--- src/rtl/vga_pkg.sv ---
// Shared constants and types for the tile text buffer and its maintenance engine.
package vga_pkg;

  localparam int H_TILES       = 80;
  localparam int V_TILES       = 30;
  localparam int WORDS_PER_ROW = H_TILES / 4;
  localparam int NUM_WORDS     = WORDS_PER_ROW * V_TILES;

  typedef enum logic [1:0] {
    OP_CLEAR  = 2'b00,
    OP_SCROLL = 2'b01,
    OP_FILL   = 2'b10,
    OP_RSVD   = 2'b11
  } op_e;

  typedef enum logic [2:0] {
    IDLE   = 3'd0,
    CLEAR  = 3'd1,
    FILL   = 3'd2,
    SCR_RD = 3'd3,
    SCR_WR = 3'd4,
    DONE   = 3'd5
  } state_e;

  // Four 7-bit characters per word, each in the low bits of its byte, top bit zero.
  function automatic logic [31:0] replicateChar(input logic [6:0] c);
    return {4{1'b0, c}};
  endfunction

endpackage

--- src/rtl/scroll_ctrl.sv ---
// Text-buffer maintenance engine: clear-all, fill-row and scroll-up over a
// word-packed tile buffer, passing host writes straight through while idle.
module scroll_ctrl #(
  parameter int H_TILES     = 80,
  parameter int V_TILES     = 30,
  parameter int WORD_ADDR_W = 10
) (
  input  logic                   clk_i,
  input  logic                   rst_i,
  input  logic                   cmd_valid_i,
  output logic                   cmd_ready_o,
  input  logic [1:0]             cmd_op_i,
  input  logic [4:0]             cmd_row_i,
  input  logic [6:0]             cmd_char_i,
  input  logic                   host_wr_en_i,
  input  logic [WORD_ADDR_W-1:0] host_addr_i,
  input  logic [3:0]             host_strb_i,
  input  logic [31:0]            host_data_i,
  output logic                   host_wr_ready_o,
  output logic                   buf_wr_en_o,
  output logic [WORD_ADDR_W-1:0] buf_w_addr_o,
  output logic [3:0]             buf_w_strb_o,
  output logic [31:0]            buf_din_o,
  output logic                   buf_r_req_o,
  output logic [WORD_ADDR_W-1:0] buf_r_addr_o,
  input  logic [31:0]            buf_r_data_i,
  output logic                   busy_o,
  output logic                   done_o,
  output logic                   err_o
);

  import vga_pkg::*;

  localparam int WPR    = H_TILES / 4;
  localparam int NWORDS = WPR * V_TILES;

  localparam logic [WORD_ADDR_W-1:0] ONE           = WORD_ADDR_W'(1);
  localparam logic [WORD_ADDR_W-1:0] LAST_WORD     = WORD_ADDR_W'(NWORDS - 1);
  localparam logic [WORD_ADDR_W-1:0] SCR_LAST      = WORD_ADDR_W'(NWORDS - WPR - 1);
  localparam logic [WORD_ADDR_W-1:0] LAST_ROW_BASE = WORD_ADDR_W'(NWORDS - WPR);
  localparam logic [WORD_ADDR_W-1:0] ROW_SPAN      = WORD_ADDR_W'(WPR - 1);
  localparam logic [WORD_ADDR_W-1:0] SRC_OFS       = WORD_ADDR_W'(WPR);
  localparam logic [WORD_ADDR_W-1:0] NEXT_SRC_OFS  = WORD_ADDR_W'(WPR + 1);

  state_e                 state_q, state_d;
  logic [WORD_ADDR_W-1:0] cnt_q, cnt_d;
  logic [WORD_ADDR_W-1:0] last_q, last_d;
  logic [6:0]             char_q, char_d;
  logic                   errFlag_q, errFlag_d;

  logic                   bufWrEn_q, bufWrEn_d;
  logic [WORD_ADDR_W-1:0] bufWAddr_q, bufWAddr_d;
  logic [3:0]             bufWStrb_q, bufWStrb_d;
  logic [31:0]            bufDin_q, bufDin_d;
  logic                   bufRReq_q, bufRReq_d;
  logic [WORD_ADDR_W-1:0] bufRAddr_q, bufRAddr_d;

  logic [WORD_ADDR_W-1:0] rowBase;
  logic                   rowBad;
  logic                   cmdAccept;
  logic [31:0]            fillWord;

  assign rowBase   = WORD_ADDR_W'(int'(cmd_row_i) * WPR);
  assign rowBad    = int'(cmd_row_i) >= V_TILES;
  assign fillWord  = replicateChar(char_q);
  assign cmdAccept = cmd_valid_i && cmd_ready_o;

  assign host_wr_ready_o = (state_q == IDLE);
  assign cmd_ready_o     = (state_q == IDLE) && !host_wr_en_i;
  assign busy_o          = (state_q != IDLE);
  assign done_o          = (state_q == DONE) && !errFlag_q;
  assign err_o           = (state_q == DONE) && errFlag_q;

  assign buf_wr_en_o  = bufWrEn_q;
  assign buf_w_addr_o = bufWAddr_q;
  assign buf_w_strb_o = bufWStrb_q;
  assign buf_din_o    = bufDin_q;
  assign buf_r_req_o  = bufRReq_q;
  assign buf_r_addr_o = bufRAddr_q;

  // State, counter, latched command and the registered buffer port.
  always_ff @(posedge clk_i) begin
    if (rst_i) begin
      state_q    <= IDLE;
      cnt_q      <= '0;
      last_q     <= '0;
      char_q     <= '0;
      errFlag_q  <= 1'b0;
      bufWrEn_q  <= 1'b0;
      bufWAddr_q <= '0;
      bufWStrb_q <= '0;
      bufDin_q   <= '0;
      bufRReq_q  <= 1'b0;
      bufRAddr_q <= '0;
    end else begin
      state_q    <= state_d;
      cnt_q      <= cnt_d;
      last_q     <= last_d;
      char_q     <= char_d;
      errFlag_q  <= errFlag_d;
      bufWrEn_q  <= bufWrEn_d;
      bufWAddr_q <= bufWAddr_d;
      bufWStrb_q <= bufWStrb_d;
      bufDin_q   <= bufDin_d;
      bufRReq_q  <= bufRReq_d;
      bufRAddr_q <= bufRAddr_d;
    end
  end

  // Next-state and buffer-port decisions. Scroll reads are decided one cycle
  // ahead, so the request sits on the port during SCR_RD and its data is
  // already valid when SCR_WR decides the matching write.
  always_comb begin
    state_d    = state_q;
    cnt_d      = cnt_q;
    last_d     = last_q;
    char_d     = char_q;
    errFlag_d  = errFlag_q;
    bufWrEn_d  = 1'b0;
    bufWAddr_d = bufWAddr_q;
    bufWStrb_d = bufWStrb_q;
    bufDin_d   = bufDin_q;
    bufRReq_d  = 1'b0;
    bufRAddr_d = bufRAddr_q;

    case (state_q)
      IDLE: begin
        if (host_wr_en_i) begin
          bufWrEn_d  = 1'b1;
          bufWAddr_d = host_addr_i;
          bufWStrb_d = host_strb_i;
          bufDin_d   = host_data_i;
        end else if (cmdAccept) begin
          char_d    = cmd_char_i;
          errFlag_d = 1'b0;
          cnt_d     = '0;
          case (op_e'(cmd_op_i))
            OP_CLEAR: begin
              last_d  = LAST_WORD;
              state_d = CLEAR;
            end
            OP_SCROLL: begin
              last_d     = LAST_WORD;
              bufRReq_d  = 1'b1;
              bufRAddr_d = SRC_OFS;
              state_d    = SCR_RD;
            end
            OP_FILL: begin
              if (rowBad) begin
                errFlag_d = 1'b1;
                state_d   = DONE;
              end else begin
                cnt_d   = rowBase;
                last_d  = rowBase + ROW_SPAN;
                state_d = FILL;
              end
            end
            default: begin
              errFlag_d = 1'b1;
              state_d   = DONE;
            end
          endcase
        end
      end
      CLEAR, FILL: begin
        bufWrEn_d  = 1'b1;
        bufWAddr_d = cnt_q;
        bufWStrb_d = 4'hF;
        bufDin_d   = fillWord;
        if (cnt_q == last_q) begin
          state_d = DONE;
        end else begin
          cnt_d = cnt_q + ONE;
        end
      end
      SCR_RD: begin
        state_d = SCR_WR;
      end
      SCR_WR: begin
        bufWrEn_d  = 1'b1;
        bufWAddr_d = cnt_q;
        bufWStrb_d = 4'hF;
        bufDin_d   = buf_r_data_i;
        if (cnt_q == SCR_LAST) begin
          cnt_d   = LAST_ROW_BASE;
          last_d  = LAST_WORD;
          state_d = FILL;
        end else begin
          cnt_d      = cnt_q + ONE;
          bufRReq_d  = 1'b1;
          bufRAddr_d = cnt_q + NEXT_SRC_OFS;
          state_d    = SCR_RD;
        end
      end
      DONE: begin
        state_d = IDLE;
      end
      default: begin
        state_d = IDLE;
      end
    endcase
  end

endmodule

--- config.mk ---
export PLATFORM = sky130hd
export DESIGN_NAME = scroll_ctrl
export DESIGN_NICKNAME = d
export VERILOG_FILES = /design/src/rtl/vga_pkg.sv /design/src/rtl/scroll_ctrl.sv
export SDC_FILE = /design/constraint.sdc
export NUM_CORES = 1
export LEC_CHECK = 0
export BUFFER_PORTS_ARGS = -buffer_cell sky130_fd_sc_hd__buf_2
export CAP_MARGIN = 20
export CORE_MARGIN = 5
export CORE_UTILIZATION = 55
export DETAILED_ROUTE_END_ITERATION = 8
export PLACE_DENSITY = 0.86
export SLEW_MARGIN = 15
export SYNTH_ARGS = -nofsm -noshare
export SYNTH_HDL_FRONTEND = slang
export SYNTH_SLANG_ARGS = --single-unit
--- constraint.sdc ---
create_clock -name clk_i -period 4.09 [get_ports clk_i]
set_input_delay 0.6135 -clock clk_i [delete_from_list [all_inputs] [get_ports clk_i]]
set_output_delay 0.6135 -clock clk_i [all_outputs]
set_load 0.05 [all_outputs]
==> results.sh, run 1 <==
export IMPL_outcome="finished clean"
export IMPL_setup_violations=0
export IMPL_muxShareOfSynthArea_pct=0
export IMPL_syn_cell_area_um2=4740
export IMPL_finalNetCount=826
export IMPL_criticalPathCategory="reg -> reg"
export IMPL_p_total_mw=4.90
export IMPL_io_buffers=158
export IMPL_synth_top_family_by_area="compound AO/OA/AOI/OAI gates"
export IMPL_max_freq_mhz=346
export IMPL_fin_tns_setup_ns=0
export IMPL_grt_max_degree=61
export IMPL_p_comb_share_pct=59.5
export IMPL_rsz0062_at_grt="false"
export IMPL_htreeDepth=3
export IMPL_arrival_ns=3.15
export IMPL_slew_limit_headroom_pct=27.5
export IMPL_final_cells=830
export IMPL_synth_area_per_cell_um2=7.96
export IMPL_cts_root_buf="clkbuf_8"
export IMPL_hold_viol=0
export IMPL_syn_inst=596
export IMPL_drive_gt1_share_pct=26.8
export IMPL_fin_skew_ns=0.00910
export IMPL_post_route_util_pct=68.8
export IMPL_cts_repair_resize_count=0
export IMPL_cts_made_buffers=9
export IMPL_crit_path_start="state_q[1]"
export IMPL_yosys_most_used_dff="dfxtp_1"
export IMPL_power_density_nw_per_um2=858
export IMPL_routed_wirelength_um=15300
export IMPL_core_area_um2=8300
export IMPL_ir_drop_v=0.000373
export IMPL_cts_sinks=88
export IMPL_end_kind="register"
export IMPL_post_dp_hpwl_um=11200
export IMPL_min_path_type="reg -> reg"
export IMPL_yosys_area_share_adder_pct=2.53
export IMPL_die_area_um2=10600
export IMPL_final_common_cell="buf_2"
export IMPL_hold_path_startpoint="buf_r_addr_o[7]"
export IMPL_rows=33
export IMPL_cts_hold_buf=0
export IMPL_clkPwrFrac_pct=12.9
export IMPL_insertion_delay_ns=0.35
export IMPL_antenna_found_initial=0
export IMPL_drt_iter0_markers=369
export IMPL_yosys_register_bits=88
export IMPL_cts_tree="built"
export IMPL_die_h_um=103
export IMPL_leakage_nw=2.56
export IMPL_post_route_min_period_ns=2.89
export IMPL_power_internal_mw=2.29
export IMPL_start_kind="register"
export IMPL_dpl_cell_count=815
export IMPL_syn_nets=701
export IMPL_io_pins=159
export IMPL_layout_common_cells="buf_2 (158), dfxtp_1 (88), nand2_1 (83)"
export IMPL_crit_fanout=60
export IMPL_grt_pass1_wl_um=23300
export IMPL_yosysSeqAreaShare_pct=37.2
export IMPL_initial_core_util_pct=57.1
export IMPL_wl_per_cell_um=18.4
export IMPL_r2r_start="state_q[1]"
export IMPL_fillers=728
export IMPL_worst_ep_required_time_ns=4.36
export IMPL_dr_pass1_iters=5
export IMPL_clk_path_buf_depth=2
export IMPL_grt_overflow=0
export IMPL_synth_compound_area_share_pct=28.2
export IMPL_vias_per_cell=6.13
export IMPL_drv_cap=0
export IMPL_route_detailed_drc=0
export IMPL_post_cts_buffers=0
export IMPL_num_vias=5088
export IMPL_swShare_pct=53.3
export IMPL_synth_cell_types=58
export IMPL_place_congestion=0.914
export IMPL_switchingPower_mw=2.61
export IMPL_fin_crit_sh_pct=70.6
export IMPL_pre_cts_ws_ns=1.24
export IMPL_fin_ws_ns=1.20
export IMPL_synth_simple_area_share_pct=22.1
export IMPL_seqPwrFrac_pct=27.6
export IMPL_ant_nets=0
export IMPL_async_flop_share_pct=0
export IMPL_grt_pass1_vias=4791
export IMPL_area_growth_pct=20.4
export IMPL_synth_edf_count=0
export IMPL_antenna_cells=0
export IMPL_clk_pin_slew_ns=0.10
export IMPL_synth_xor_area_share_pct=4.88
export IMPL_grt_use_total_pct=27.8
export IMPL_drv_slew=0
export IMPL_worst_pin_slew_ns=1.09
export IMPL_chipWidth_um=103
export IMPL_yosys_warnings=0
## layout make-up
cell class / instances / area [um^2] / area share (%)
Clock buffer: 10 / 138 / 2.41
Clock inverter: 5 / 65.1 / 1.14
Inverter: 8 / 30.0 / 0.526
Multi-Input combinational cell: 450 / 2750 / 48.1
Sequential cell: 88 / 1760 / 30.8
Tap cell: 105 / 131 / 2.30
Timing Repair Buffer: 164 / 836 / 14.6
## flip-flops by register name, indices dropped and copies added (netlist names)
signal	count
buf_din_o	32
buf_r_addr_o	10
buf_r_req_o	1
buf_w_addr_o	10
buf_w_strb_o	4
buf_wr_en_o	1
char_q	7
cnt_q	10
errFlag_q	1
last_q	9
state_q	3
## worst paths after layout
| kind | end | slack [ns] | cells after the start |
|---|---|---|---|
| setup / recovery | buf_din_o[31] | 1.20 | 6 |
| setup reg to reg | buf_din_o[31] | 1.20 | 6 |
| hold reg to reg | buf_r_addr_o[7] | 0.45 | 2 |
| hold / removal | buf_r_addr_o[7] | 0.45 | 2 |
## synthesized netlist by cell type (3+ instances only)
library cell	number	area, um^2
nand2b_1	3	18.8
xor2_1	14	123
a311oi_1	11	96.3
or3_1	5	31.3
ha_1	8	100
nand2_1	84	315
buf_2	12	60.1
a211oi_1	36	270
nand3_1	5	25.0
o21ai_0	16	80.1
and2_1	3	18.8
buf_1	4	15.0
nor3_1	20	100
nor2_1	78	293
a221oi_1	31	272
a21oi_1	52	260
inv_1	8	30.0
o21a_1	5	37.5
nor2b_1	7	43.8
clkbuf_1	31	116
o32ai_1	3	26.3
a22oi_1	14	105
a21o_1	3	22.5
and3_1	7	43.8
xnor2_1	8	70.1
dfxtp_1	88	1760
## layer usage
layer	GRT usage (%)	share of wire, %
met1	33.6	38
met2	48.9	50
met3	3.92	8.8
met4	12.5	3.1
met5	0	0
## kinds of logic (layout without fill, tap and decap cells)
family,after synthesis,count (layout)
DFF,88,88
adders and majority gates,9,9
AOI/OAI and AO/OA,188,188
buffers and inverters,58,187
and+or+nand+nor,229,229
xor gates and xnor gates,24,24
## worst max-delay path, stage by stage, from the launching register on
cell and delay (ns):
dfxtp_1 0.71, xor2_2 0.46, o21ai_2 0.18, buf_4 0.27
nand2_2 0.77, nor2_1 0.12, a211oi_1 0.27
## power by group through the flow
stage          clock, mW  sequential (mW)  combinational [mW]
2_1_floorplan          0             1.88                1.71
3_3_place_gp           0             1.36                2.80
3_5_place_dp           0             1.37                2.88
4_1_cts            0.639             1.35                2.89
5_1_grt            0.678             1.39                3.15
6_report           0.633             1.35                2.91
## metrics by stage
stage	instance area, um^2	hold slack [ns]
after global routing	5710	0.487
after detailed placement	5510	0.443
after CTS	5710	0.456
after floorplan	4740	0.437
after global placement	5510	0.441
final	5710	0.453
No activity file was read; power rests on OpenSTA's default activity.
==> run 2, diff against run 1 <==
--- a/config.mk
+++ b/config.mk
@@ -5,12 +5,13 @@
 export SDC_FILE = /design/constraint.sdc
 export NUM_CORES = 1
 export LEC_CHECK = 0
+export ABC_AREA = 1
 export BUFFER_PORTS_ARGS = -buffer_cell sky130_fd_sc_hd__buf_2
 export CAP_MARGIN = 20
 export CORE_MARGIN = 5
-export CORE_UTILIZATION = 55
+export CORE_UTILIZATION = 46
 export DETAILED_ROUTE_END_ITERATION = 8
-export PLACE_DENSITY = 0.86
+export PLACE_DENSITY = 0.77
 export SLEW_MARGIN = 15
 export SYNTH_ARGS = -nofsm -noshare
 export SYNTH_HDL_FRONTEND = slang
==> constraint.sdc (replaced) <==
create_clock -name clk_i -period 2.45 [get_ports clk_i]
set_input_delay 0.3675 -clock clk_i [delete_from_list [all_inputs] [get_ports clk_i]]
set_output_delay 0.3675 -clock clk_i [all_outputs]
set_load 0.05 [all_outputs]
==> run 2 against run 1 <==
Against the previous run: via count rose by 2.2%; utilization shrank 11 points; largest power group unchanged; largest cell class unchanged; die area rose by 16%.
==> results.sh, run 2 <==
export IMPL_grt_pass1_wl_um=25000
export IMPL_synth_area_per_cell_um2=7.00
export IMPL_leakage_nw=2.79
export IMPL_final_common_cell="nand2_1"
export IMPL_yosys_area_share_adder_pct=2.57
export IMPL_die_h_um=111
export IMPL_largest_reg_flops=32
export IMPL_htreeDepth=3
export IMPL_power_density_nw_per_um2=1560
export IMPL_cpLargestDelayFamily="simple AND/OR/NAND/NOR gates"
export IMPL_vias_per_cell=5.46
export IMPL_syn_nets=774
export IMPL_insertion_delay_ns=0.36
export IMPL_clk_path_buf_depth=2
export IMPL_cts_hold_buf=0
export IMPL_cp_slowest_cell="dfxtp_1"
export IMPL_fillers=948
export IMPL_cts_tree="built"
export IMPL_cts_root_buf="clkbuf_8"
export IMPL_grt_pass1_vias=5146
export IMPL_start_kind="register"
export IMPL_synth_top_family_by_area="simple AND/OR/NAND/NOR gates"
export IMPL_arrival_ns=1.70
export IMPL_place_congestion=0.930
export IMPL_rows=36
export IMPL_seq_area_um2=1760
export IMPL_yosys_register_bits=88
export IMPL_end_kind="primary output"
export IMPL_chipWidth_um=111
export IMPL_outcome="finished clean"
export IMPL_slew_limit_headroom_pct=60.7
export IMPL_post_cts_buffers=0
export IMPL_worst_ep_required_time_ns=2.08
export IMPL_slowest_delay_ns=0.38
export IMPL_post_route_util_pct=57.8
export IMPL_cts_sinks=88
export IMPL_fin_tns_setup_ns=0
export IMPL_dr_pass1_iters=7
export IMPL_yosysSeqAreaShare_pct=37.6
export IMPL_fin_crit_sh_pct=84.3
export IMPL_die_area_um2=12300
export IMPL_muxShareOfSynthArea_pct=0
export IMPL_synth_simple_area_share_pct=29.6
export IMPL_p_total_mw=8.90
export IMPL_synth_compound_area_share_pct=19.9
export IMPL_post_dp_hpwl_um=11700
export IMPL_synth_area_leader_cell="dfxtp_1"
export IMPL_routed_wirelength_um=15300
export IMPL_area_growth_pct=21.8
export IMPL_setup_violations=0
export IMPL_crit_fanout=5
export IMPL_drv_slew=0
export IMPL_hold_viol=0
export IMPL_synth_edf_count=0
export IMPL_io_buffers=158
export IMPL_grt_use_total_pct=24.7
export IMPL_clk_pin_slew_ns=0.10
export IMPL_antenna_found_initial=0
export IMPL_syn_cell_area_um2=4680
export IMPL_antenna_cells=0
export IMPL_rsz0062_at_grt="false"
export IMPL_synth_common_cells="nand2_1 (194), dfxtp_1 (88), nor2_1 (65)"
export IMPL_layout_common_cells="nand2_1 (194), buf_2 (158), dfxtp_1 (88)"
export IMPL_ys_top_cells_by_area="dfxtp_1 (38%), nand2_1 (16%), a21oi_1 (5.6%), nor2_1 (5.2%), inv_1 (3.8%)"
export IMPL_min_path_type="in -> reg"
export IMPL_core_area_um2=9860
export IMPL_yosys_warnings=0
export IMPL_fin_skew_ns=0.00906
export IMPL_drt_iter0_markers=366
export IMPL_post_route_min_period_ns=2.07
export IMPL_num_vias=5201
export IMPL_drv_cap=0
export IMPL_worst_pin_slew_ns=0.590
export IMPL_finalNetCount=920
export IMPL_async_flop_share_pct=0
export IMPL_crit_chain="nor2_4 -> nand2_4 -> inv_4 -> nand2_2 -> inv_1 -> buf_2"
export IMPL_route_detailed_drc=0
export IMPL_cts_repair_resize_count=0
export IMPL_drive_gt1_share_pct=26.2
export IMPL_syn_inst=669
export IMPL_synth_top_area_share_pct=37.6
export IMPL_wl_per_cell_um=16.1
export IMPL_ir_drop_v=0.000862
export IMPL_path_buf_inv=3
export IMPL_cts_made_buffers=9
export IMPL_synth_cell_types=37
export IMPL_initial_core_util_pct=47.5
export IMPL_ant_nets=0
export IMPL_grt_overflow=0
export IMPL_criticalPathCategory="reg -> out"
export IMPL_multiInputGateArea_um2=2500
export IMPL_grt_max_degree=53
export IMPL_io_pins=159
export IMPL_yosysMostFrequentCell="nand2_1"
export IMPL_max_freq_mhz=484
export IMPL_synth_xor_area_share_pct=1.50
export IMPL_yosys_most_used_dff="dfxtp_1"
run 2: cell count changes after synthesis, moves of 18 or more:
cell / before / now
nand3_1: 5 / 31
a31oi_1: 1 / 28
nor3_1: 20 / 2
inv_1: 8 / 48
a211oi_1: 36 / 1
clkbuf_1: 31 / 9
nand2_1: 84 / 194
o21ai_1: 1 / 27
a221oi_1: 31 / 0
run 2: area by class of cell:
| type | instances | area share [%] |
|---|---|---|
| multi-input cells | 495 | 43.9 |
| flip-flops and latches | 88 | 30.9 |
| repair buffers | 165 | 15.0 |
| inverters | 56 | 3.82 |
| well taps | 133 | 2.92 |
| clock buffers | 9 | 2.17 |
| clock inverters | 7 | 1.27 |
run 2: worst paths after layout:
| path | endpoint | cells after the start | slack, ns | start |
|---|---|---|---|---|
| max | cmd_ready_o | 6 | 0.38 | state_q[1] |
| min reg2reg | buf_r_addr_o[1] | 2 | 0.46 | buf_r_addr_o[1] |
| min | char_q[1] | 3 | 0.23 | cmd_char_i[1] |
| max reg2reg | buf_din_o[19] | 7 | 0.53 | state_q[1] |
run 2: kinds of logic (layout without fill, tap and decap cells):
| group | after synthesis | after routing |
|---|---|---|
| and+or+nand+nor | 319 | 319 |
| adders and majority gates | 9 | 9 |
| DFF | 88 | 88 |
| xor gates and xnor gates | 8 | 8 |
| buffers and inverters | 86 | 237 |
| AOI/OAI and AO/OA | 159 | 159 |
run 2: routing by layer:
layer  global-route usage, %  wire length (um)  vias up
met5                       0                 0        -
met4                    9.85               531        0
met3                    6.50              1170       45
met2                    41.8              7410      244
met1                    29.7              6210     2399
li1                        -                 -     2513
run 2: tightest hold or removal path, cell delays in order:
cell and delay, ns:
buf_2 0.08, nor2_1 0.04, nor2_1 0.08
run 2: through the flow:
step                      setup WS (ns)  area, um^2  std cells  hold slack (ns)
final                             0.383        5700        953            0.231
after global routing              0.290        5700        953            0.226
after CTS                         0.368        5700        953            0.216
after detailed placement          0.105        5510        937            0.451
after global placement            0.247        5510        937            0.445
after floorplan                   0.456        4680        669            0.441
run 2: where the power goes:
group / internal (mW) / switching [mW] / leakage [nW]
Combinational: 1.45 / 4.12 / 1.97
Sequential: 1.94 / 0.369 / 0.726
Clock: 0.403 / 0.612 / 0.0974
==> run 3, diff against run 2 <==
==> constraint.sdc (replaced) <==
create_clock -name clk_i -period 1.86 [get_ports clk_i]
set_input_delay 0.279 -clock clk_i [delete_from_list [all_inputs] [get_ports clk_i]]
set_output_delay 0.279 -clock clk_i [all_outputs]
set_load 0.05 [all_outputs]
==> run 3 against run 2 <==
Against the previous run: largest cell class unchanged; routed wire length shrank 0.92%; setup slack lost 0.28 ns; critical path depth is the same; power grew 40%; sequential share of layout area shrank 1.3 points; via count shrank 1.4%; die area is the same; flip-flop and latch count is the same; sequential power grew 30%; critical endpoint unchanged.
==> results.sh, run 3 (same netlist as run 2, synthesis figures left out) <==
export IMPL_finalNetCount=946
export IMPL_multiInputGateArea_um2=2510
export IMPL_grt_max_degree=67
export IMPL_worst_pin_slew_ns=0.478
export IMPL_io_pins=159
export IMPL_cp_slowest_cell="dfxtp_2"
export IMPL_place_congestion=0.903
export IMPL_fin_skew_ns=0.0179
export IMPL_worst_ep_required_time_ns=1.58
export IMPL_grt_pass1_vias=5050
export IMPL_cts_hold_buf=0
export IMPL_slew_limit_headroom_pct=68.1
export IMPL_p_total_mw=12.5
export IMPL_arrival_ns=1.48
export IMPL_seqPwrFrac_pct=24.0
export IMPL_grt_overflow=0
export IMPL_design_area_um2=5970
export IMPL_die_area_um2=12300
export IMPL_end_kind="primary output"
export IMPL_switchingPower_mw=6.81
export IMPL_fin_tns_setup_ns=0
export IMPL_antenna_found_initial=0
export IMPL_drt_iter0_markers=439
export IMPL_initial_core_util_pct=47.5
export IMPL_cts_sinks=88
export IMPL_io_buffers=158
export IMPL_cts_root_buf="clkbuf_8"
export IMPL_clkPwrFrac_pct=11.6
export IMPL_crit_chain="inv_2 -> nand2_4 -> inv_4 -> nand2_2 -> clkinvlp_4 -> clkbuf_4"
export IMPL_grt_pass1_wl_um=24300
export IMPL_drive_gt1_share_pct=29.1
export IMPL_die_h_um=111
export IMPL_min_path_type="in -> reg"
export IMPL_seq_area_um2=1770
export IMPL_criticalPathCategory="reg -> out"
export IMPL_rsz0062_at_grt="false"
export IMPL_fin_crit_sh_pct=94.6
export IMPL_leakage_nw=2.94
export IMPL_route_detailed_drc=0
export IMPL_drv_cap=0
export IMPL_antenna_cells=0
export IMPL_clk_pin_slew_ns=0.09
export IMPL_core_area_um2=9860
export IMPL_htreeDepth=3
export IMPL_fillers=911
export IMPL_area_growth_pct=27.5
export IMPL_ir_drop_v=0.00124
export IMPL_power_internal_mw=5.65
export IMPL_post_route_min_period_ns=1.76
export IMPL_layout_common_cells="nand2_1 (194), buf_2 (157), dfxtp_1 (85)"
export IMPL_wl_per_cell_um=15.5
export IMPL_final_common_cell="nand2_1"
export IMPL_rr_worst_depth=9
export IMPL_routed_wirelength_um=15200
export IMPL_power_density_nw_per_um2=2090
export IMPL_chipWidth_um=111
export IMPL_slowest_delay_ns=0.39
export IMPL_vias_per_cell=5.24
export IMPL_min_path_cells=3
export IMPL_clk_path_buf_depth=2
export IMPL_insertion_delay_ns=0.38
export IMPL_start_kind="register"
export IMPL_p_comb_share_pct=64.4
export IMPL_max_freq_mhz=568
export IMPL_ant_nets=0
export IMPL_outcome="finished clean"
export IMPL_num_vias=5130
export IMPL_cts_tree="built"
export IMPL_hold_viol=0
export IMPL_largest_reg_flops=32
export IMPL_post_dp_hpwl_um=11500
export IMPL_dr_pass1_iters=6
export IMPL_crit_fanout=6
export IMPL_setup_violations=0
export IMPL_drv_slew=0
export IMPL_post_dp_cell_area_um2=5690
export IMPL_grt_use_total_pct=23.8
export IMPL_cts_made_buffers=9
export IMPL_rows=36
export IMPL_swShare_pct=54.6
-- run 3: power by group through the flow --
stage	Sequential (mW)	Clock, mW	Combinational [mW]
2_1_floorplan	4.38	0	4.46
3_5_place_dp	3.01	0	7.73
5_1_grt	3.07	1.53	8.76
4_1_cts	2.98	1.45	7.77
6_report	3.00	1.44	8.03
3_3_place_gp	2.98	0	7.58
-- run 3: worst max-delay path: cells and delay by family (launching register included) --
kind	cells	cell delay, ns
buffers and inverters	4	0.48
flip-flops	1	0.39
AND/OR/NAND/NOR	2	0.24
-- run 3: what timing repair did --
item,in CTS,in global routing
gates resized for setup,0,7
cloned,0,1
setup endpoints to repair,1,34
pin swaps,1,2
buffers inserted,1,4
-- run 3: final timing paths --
kind / startpoint / to / slack, ns
worst min register to register: buf_w_strb_o[1] / buf_w_strb_o[1] / 0.47
worst max register to register: state_q[0] / buf_din_o[2] / 0.13
worst min-delay path: cmd_char_i[5] / char_q[5] / 0.14
worst max-delay path: state_q[2] / cmd_ready_o / 0.10
-- run 3: per-stage QoR --
step,cells,setup WS (ns),utilization (%),hold WS [ns]
after floorplan,669,0.0249,-,0.356
after global placement,957,-0.151,57.7,0.446
after detailed placement,957,-0.218,57.7,0.460
after CTS,974,0.00481,59.9,0.135
after global routing,979,0.00138,60.5,0.144
final,979,0.100,60.5,0.137
-- run 3: cell type report --
type,count,share of cell area [%]
multi-input cells,495,42.1
repair inverters,1,0.189
clock inverters,6,1.28
repair buffers,190,17.9
flip-flops and latches,88,29.6
inverters,56,3.84
well taps,133,2.79
clock buffers,10,2.31
-- run 3: metal layers --
metal  GRT usage (%)  part of all wire [%]  vias to the layer above
met3            5.79                   8.7                       33
met4            8.54                   2.5                        0
li1                -                     -                     2565
met1            29.0                    41                     2296
met2            40.9                    48                      236
met5               0                     0                        -
